## config.mk

```make
export PLATFORM = sky130hd
export DESIGN_NAME = bar_stream_gen
export DESIGN_NICKNAME = d
export VERILOG_FILES = /design/src/rtl/bar_stream_gen.sv
export SDC_FILE = /design/constraint.sdc
export NUM_CORES = 1
export LEC_CHECK = 0
export ABC_AREA = 1
export CORE_MARGIN = 2
export CORE_UTILIZATION = 50
export CTS_BUF_LIST = sky130_fd_sc_hd__clkbuf_8
export CTS_CLUSTER_SIZE = 28
export DETAILED_ROUTE_END_ITERATION = 10
export GPL_ROUTABILITY_DRIVEN = 0
export PLACE_DENSITY_LB_ADDON = 0.1
export SETUP_SLACK_MARGIN = 0.3
export SYNTH_ARGS = -nofsm -noshare
export SYNTH_HDL_FRONTEND = slang
export SYNTH_SLANG_ARGS = --single-unit
```

## constraint.sdc

```tcl
create_clock -name Clock -period 1.6 [get_ports Clock]
set_input_delay 0.32 -clock Clock [delete_from_list [all_inputs] [get_ports Clock]]
set_output_delay 0.32 -clock Clock [all_outputs]
set_load 0.01 [all_outputs]
```

## src/rtl/bar_stream_gen.sv

```systemverilog
// Walks one frame of display columns and emits a bar height for each column.
// Each height is derived from a 1-cycle-latency spectrum RAM read.
module bar_stream_gen #(
    parameter int NUM_COL     = 800,
    parameter int COL_PER_BIN = 8,
    parameter int MAG_SHIFT   = 6,
    parameter int GAP_EN      = 1
) (
    input  logic        Clock,
    input  logic        Reset,
    input  logic        FrameReq,
    input  logic        Pace,
    output logic [6:0]  MagAddr,
    input  logic [15:0] MagData,
    output logic        NewFrame,
    output logic        Start,
    output logic [6:0]  Bar,
    output logic        Busy,
    output logic        Done
);

    localparam int                COL_W    = (NUM_COL > 1) ? $clog2(NUM_COL) : 1;
    localparam logic [COL_W-1:0] CPB      = COL_W'(COL_PER_BIN);
    localparam logic [COL_W-1:0] LAST_COL = COL_W'(NUM_COL - 1);

    typedef enum logic [2:0] {
        IDLE,
        NEWF,
        WAIT,
        FETCH,
        CALC,
        EMIT,
        FIN
    } state_t;

    state_t             state_q, state_d;
    logic [COL_W-1:0]   col_q, col_d;
    logic [6:0]         mag_addr_q, mag_addr_d;
    logic [6:0]         bar_q, bar_d;
    logic               newframe_q, newframe_d;
    logic               start_q, start_d;
    logic               busy_q, busy_d;
    logic               done_q, done_d;

    logic [15:0]        mag_s;
    logic [6:0]         height;
    logic               is_gap;

    always_comb begin
        mag_s  = MagData >> MAG_SHIFT;
        is_gap = (GAP_EN != 0) && ((col_q % CPB) == (CPB - 1'b1));
        height = (mag_s > 16'd127) ? 7'd127 : mag_s[6:0];
        if (is_gap) begin
            height = '0;
        end
    end

    always_comb begin
        state_d    = state_q;
        col_d      = col_q;
        mag_addr_d = mag_addr_q;
        bar_d      = bar_q;
        unique case (state_q)
            IDLE:  if (FrameReq) state_d = NEWF;
            NEWF: begin
                col_d   = '0;
                state_d = WAIT;
            end
            WAIT: begin
                // Address is loaded on entry so it is already valid during FETCH.
                if (Pace) begin
                    mag_addr_d = 7'(col_q / CPB);
                    state_d    = FETCH;
                end
            end
            FETCH: state_d = CALC;
            CALC: begin
                bar_d   = height;
                state_d = EMIT;
            end
            EMIT: begin
                if (col_q == LAST_COL) begin
                    state_d = FIN;
                end else begin
                    col_d   = col_q + 1'b1;
                    state_d = WAIT;
                end
            end
            FIN:     state_d = IDLE;
            default: state_d = IDLE;
        endcase
        // Pulse outputs are registered copies of the state being entered.
        newframe_d = (state_d == NEWF);
        start_d    = (state_d == EMIT);
        done_d     = (state_d == FIN);
        busy_d     = (state_d != IDLE);
    end

    always_ff @(posedge Clock or posedge Reset) begin
        if (Reset) begin
            state_q    <= IDLE;
            col_q      <= '0;
            mag_addr_q <= '0;
            bar_q      <= '0;
            newframe_q <= 1'b0;
            start_q    <= 1'b0;
            busy_q     <= 1'b0;
            done_q     <= 1'b0;
        end else begin
            state_q    <= state_d;
            col_q      <= col_d;
            mag_addr_q <= mag_addr_d;
            bar_q      <= bar_d;
            newframe_q <= newframe_d;
            start_q    <= start_d;
            busy_q     <= busy_d;
            done_q     <= done_d;
        end
    end

    assign MagAddr  = mag_addr_q;
    assign Bar      = bar_q;
    assign NewFrame = newframe_q;
    assign Start    = start_q;
    assign Busy     = busy_q;
    assign Done     = done_q;

endmodule

```

==> results by group <==
Global route
  – Pin count of the biggest net entering global routing: 32
  – Total track usage: 0.221
  – Antenna violations before repair: 0
  – Vias in the first global route: 1249
  – First-pass GRT wire length: roughly 5600 microns
  – GRT overflow: 0

Critical path
  – Crit path kind: flip-flop to flip-flop
  – Worst EP arrival: 1.54 ns
  – Required time worst endpoint: around 1.8 ns
  – CP Launch Type: flip-flop
  – Reg2Reg Setup Slack: about 0.26 ns
  – R2R Path Start: col_q[1]
  – RR Endpoint: col_q[0]
  – Setup crit end kind: flip-flop
  – R2r worst-path depth: 7
  – CP Max Fanout: 8

Final layout
  – Nets: between 200 and 250
  – Area growth syn-to-layout: 42.0%
  – Share of layout cells above drive strength 1: 0.247
  – Fillers: 201
  – Commonest non-fill, non-tap cell in the layout: nand2_1
  – Antenna diode instance count: 0
  – Commonest cells after routing, fill and taps aside: 39 x nand2_1, 30 x dfrtp_1, 19 x inv_1, 15 x dlygate4sd2_1, 14 x buf_4

Floorplanning
  – Initial Utilization: 0.535
  – Ports: 38
  – Die Span Y: between 50 and 60 microns
  – Die area: ~0.0034 sq mm
  – Row Count: 19
  – Core Area: roughly 0.0028 sq mm
  – Chip Width: about 60 microns

STA
  – Post-route setup TNS: 0 ns
  – Worst hold slack: ~0.42 ns
  – Worst-Margin Slew: 0.396 ns
  – Hold Vio Cnt, Final: 0
  – Fin crit period: about 1.3 ns
  – Pins Over Slew Limit: 0
  – Final Cycle Share: 0.836
  – Fmax: 0.747 GHz
  – Worst slew margin: 0.736
  – Clock Skew: between 0.003 and 0.004 ns
  – Unrepaired setup endpoints after global routing: true
  – Endpoints failing setup: 0

Routing
  – DRC viols: 0
  – Initial DRT Pass Iterations: 4
  – Routed Antenna Nets: 0
  – Drt wl/cell: 13.5 microns
  – Initial drt markers: 52
  – Total number of vias: 1382
  – Avg Vias per Cell: 5.44
  – Drt total wl: 3420 microns

Logic synthesis
  – Syn Area/Cell: 8.80 sq um
  – Syn nets: about 190
  – Post-synthesis register bit count: 31
  – Synth Warn #: 0
  – Netlist cell types: 29
  – Syn Inst Count: 169
  – Mapped Area: 0.00149 sq mm
  – Sequential share of the synthesized area: 0.521

Clock network
  – TritonCTS clock tree: built
  – Clock buffer depth: 2
  – Worst skew pair latency: between 0.2 and 0.3 ns
  – Clk slew on worst S/H paths: ~0.06 ns
  – Number of buffers created by CTS: 5
  – # clock sinks: 31
  – Root Buffer: clkbuf_8
  – H-tree depth: 2

Power
  – Sequential power share: 0.403
  – Clock Power Share: 0.215
  – Comb pwr share: 0.382
  – Sw Share: 0.359
  – Leak pwr: 1.05 nW
  – Peak supply drop: roughly 0.0013 V
  – Power Internal: between 0.0015 and 0.002 W
  – Sw Pwr: 0.000962 W
  – Power per cell area: 1270 mW/mm^2

Run status
  – Outcome: complete, no violations

Min path
  – Hold Path Class: primary input to async pin

Placed design
  – DP HPWL: 2180 microns
  – PortBufs: 31

Flow run
  – Max Cap Viol: 0
## critical path: stages (launching register included)
cell and delay, ns:
dfrtp_1 0.36, ha_2 0.19, inv_2 0.05, nor2_4 0.14
nand3_4 0.12, o21bai_4 0.24, nand2_1 0.09, o21ai_1 0.08
## power by group through the flow
stage	logic [W]	clock network [W]	registers (W)
final	0.00103	0.000577	0.00108
after CTS	0.000859	0.000587	0.00107
after detailed placement	0.000892	0	0.00109
after global routing	0.00111	0.000616	0.00110
after global placement	0.000870	0	0.00108
after floorplan	0.000433	0	0.00115
## cells in the mapped netlist (all sizes together)
master,instances,area (sq um)
nand4,2,12.5
nor2,18,96.3
o21ai,14,70.1
nor3,1,16.3
xor2,2,17.5
ha,2,25.0
o31ai,1,7.51
nor4,1,6.26
o21bai,1,18.8
o211ai,1,7.51
dfrtp,31,776
nand3b,1,7.51
or3,1,6.26
nand2,45,184
nand3,15,92.6
a21oi,1,5.00
o22ai,7,43.8
buf,1,5.00
inv,23,86.3
clkbuf,1,3.75
## what timing repair did
item / in CTS / in global routing
hold buffers: 0 / 0
gates resized for setup: 27 / 18
endpoints found under the setup margin: 36 / 31
gates cloned: 0 / 1
pin swaps: 10 / 13
setup buffers: 12 / 2
## state kept, by name, summed over array words and instances (netlist names)
signal    cells
Bar           7
MagAddr       7
NewFrame      1
Start         1
state_q       3
Done          1
Busy          1
col_q        10
## logic make-up (layout without fill, tap and decap cells)
| group | Yosys count | in the layout | synth area share |
|---|---|---|---|
| simple gates | 84 | 85 | 0.283 |
| flops | 31 | 31 | 0.521 |
| compound gates | 25 | 25 | 0.103 |
| buf+inv | 25 | 78 | 0.0639 |
| fa+ha+maj | 2 | 2 | 0.0168 |
| xor+xnor | 2 | 2 | 0.0118 |
## how the worst max path moves through the flow
stage,startpoint,to,slack [ns],depth (start not counted)
2_1_floorplan,col_q[0],col_q[3],0.30,8
3_3_place_gp,MagData[14],Bar[0],0.08,4
3_5_place_dp,MagData[14],Bar[0],0.05,4
4_1_cts,col_q[1],col_q[0],0.24,7
5_1_grt,col_q[1],col_q[0],0.15,7
6_report,col_q[1],col_q[0],0.26,7
## metrics by stage
step / setup WS [ns] / utilization / cells / total power, W / area (sq um)
floorplan: 0.296 / - / 169 / 0.00158 / 1490
global placement: 0.0820 / 0.664 / 231 / 0.00195 / 1850
detailed placement: 0.0528 / 0.664 / 231 / 0.00198 / 1850
CTS: 0.242 / 0.724 / 251 / 0.00252 / 2010
global route: 0.153 / 0.759 / 254 / 0.00283 / 2110
finish: 0.262 / 0.759 / 254 / 0.00268 / 2110
## area by class of cell
type | count | area, sq um | area share
clock buffers | 5 | 68.8 | 0.0326
clock inverters | 3 | 12.5 | 0.00592
inverters | 23 | 88.8 | 0.0421
multi-input cells | 114 | 707 | 0.335
flip-flops and latches | 31 | 777 | 0.368
well taps | 31 | 38.8 | 0.0184
repair buffers | 47 | 419 | 0.198
## metal layers
metal | global-route usage | routed length (microns) | vias up
met4 | 0.0864 | 44 | 0
met2 | 0.360 | 1700 | 47
met1 | 0.274 | 1460 | 671
li1 | - | - | 657
met5 | 0 | 0 | -
met3 | 0.0703 | 220 | 7
Note: power is estimated with default switching activity, not from simulation.
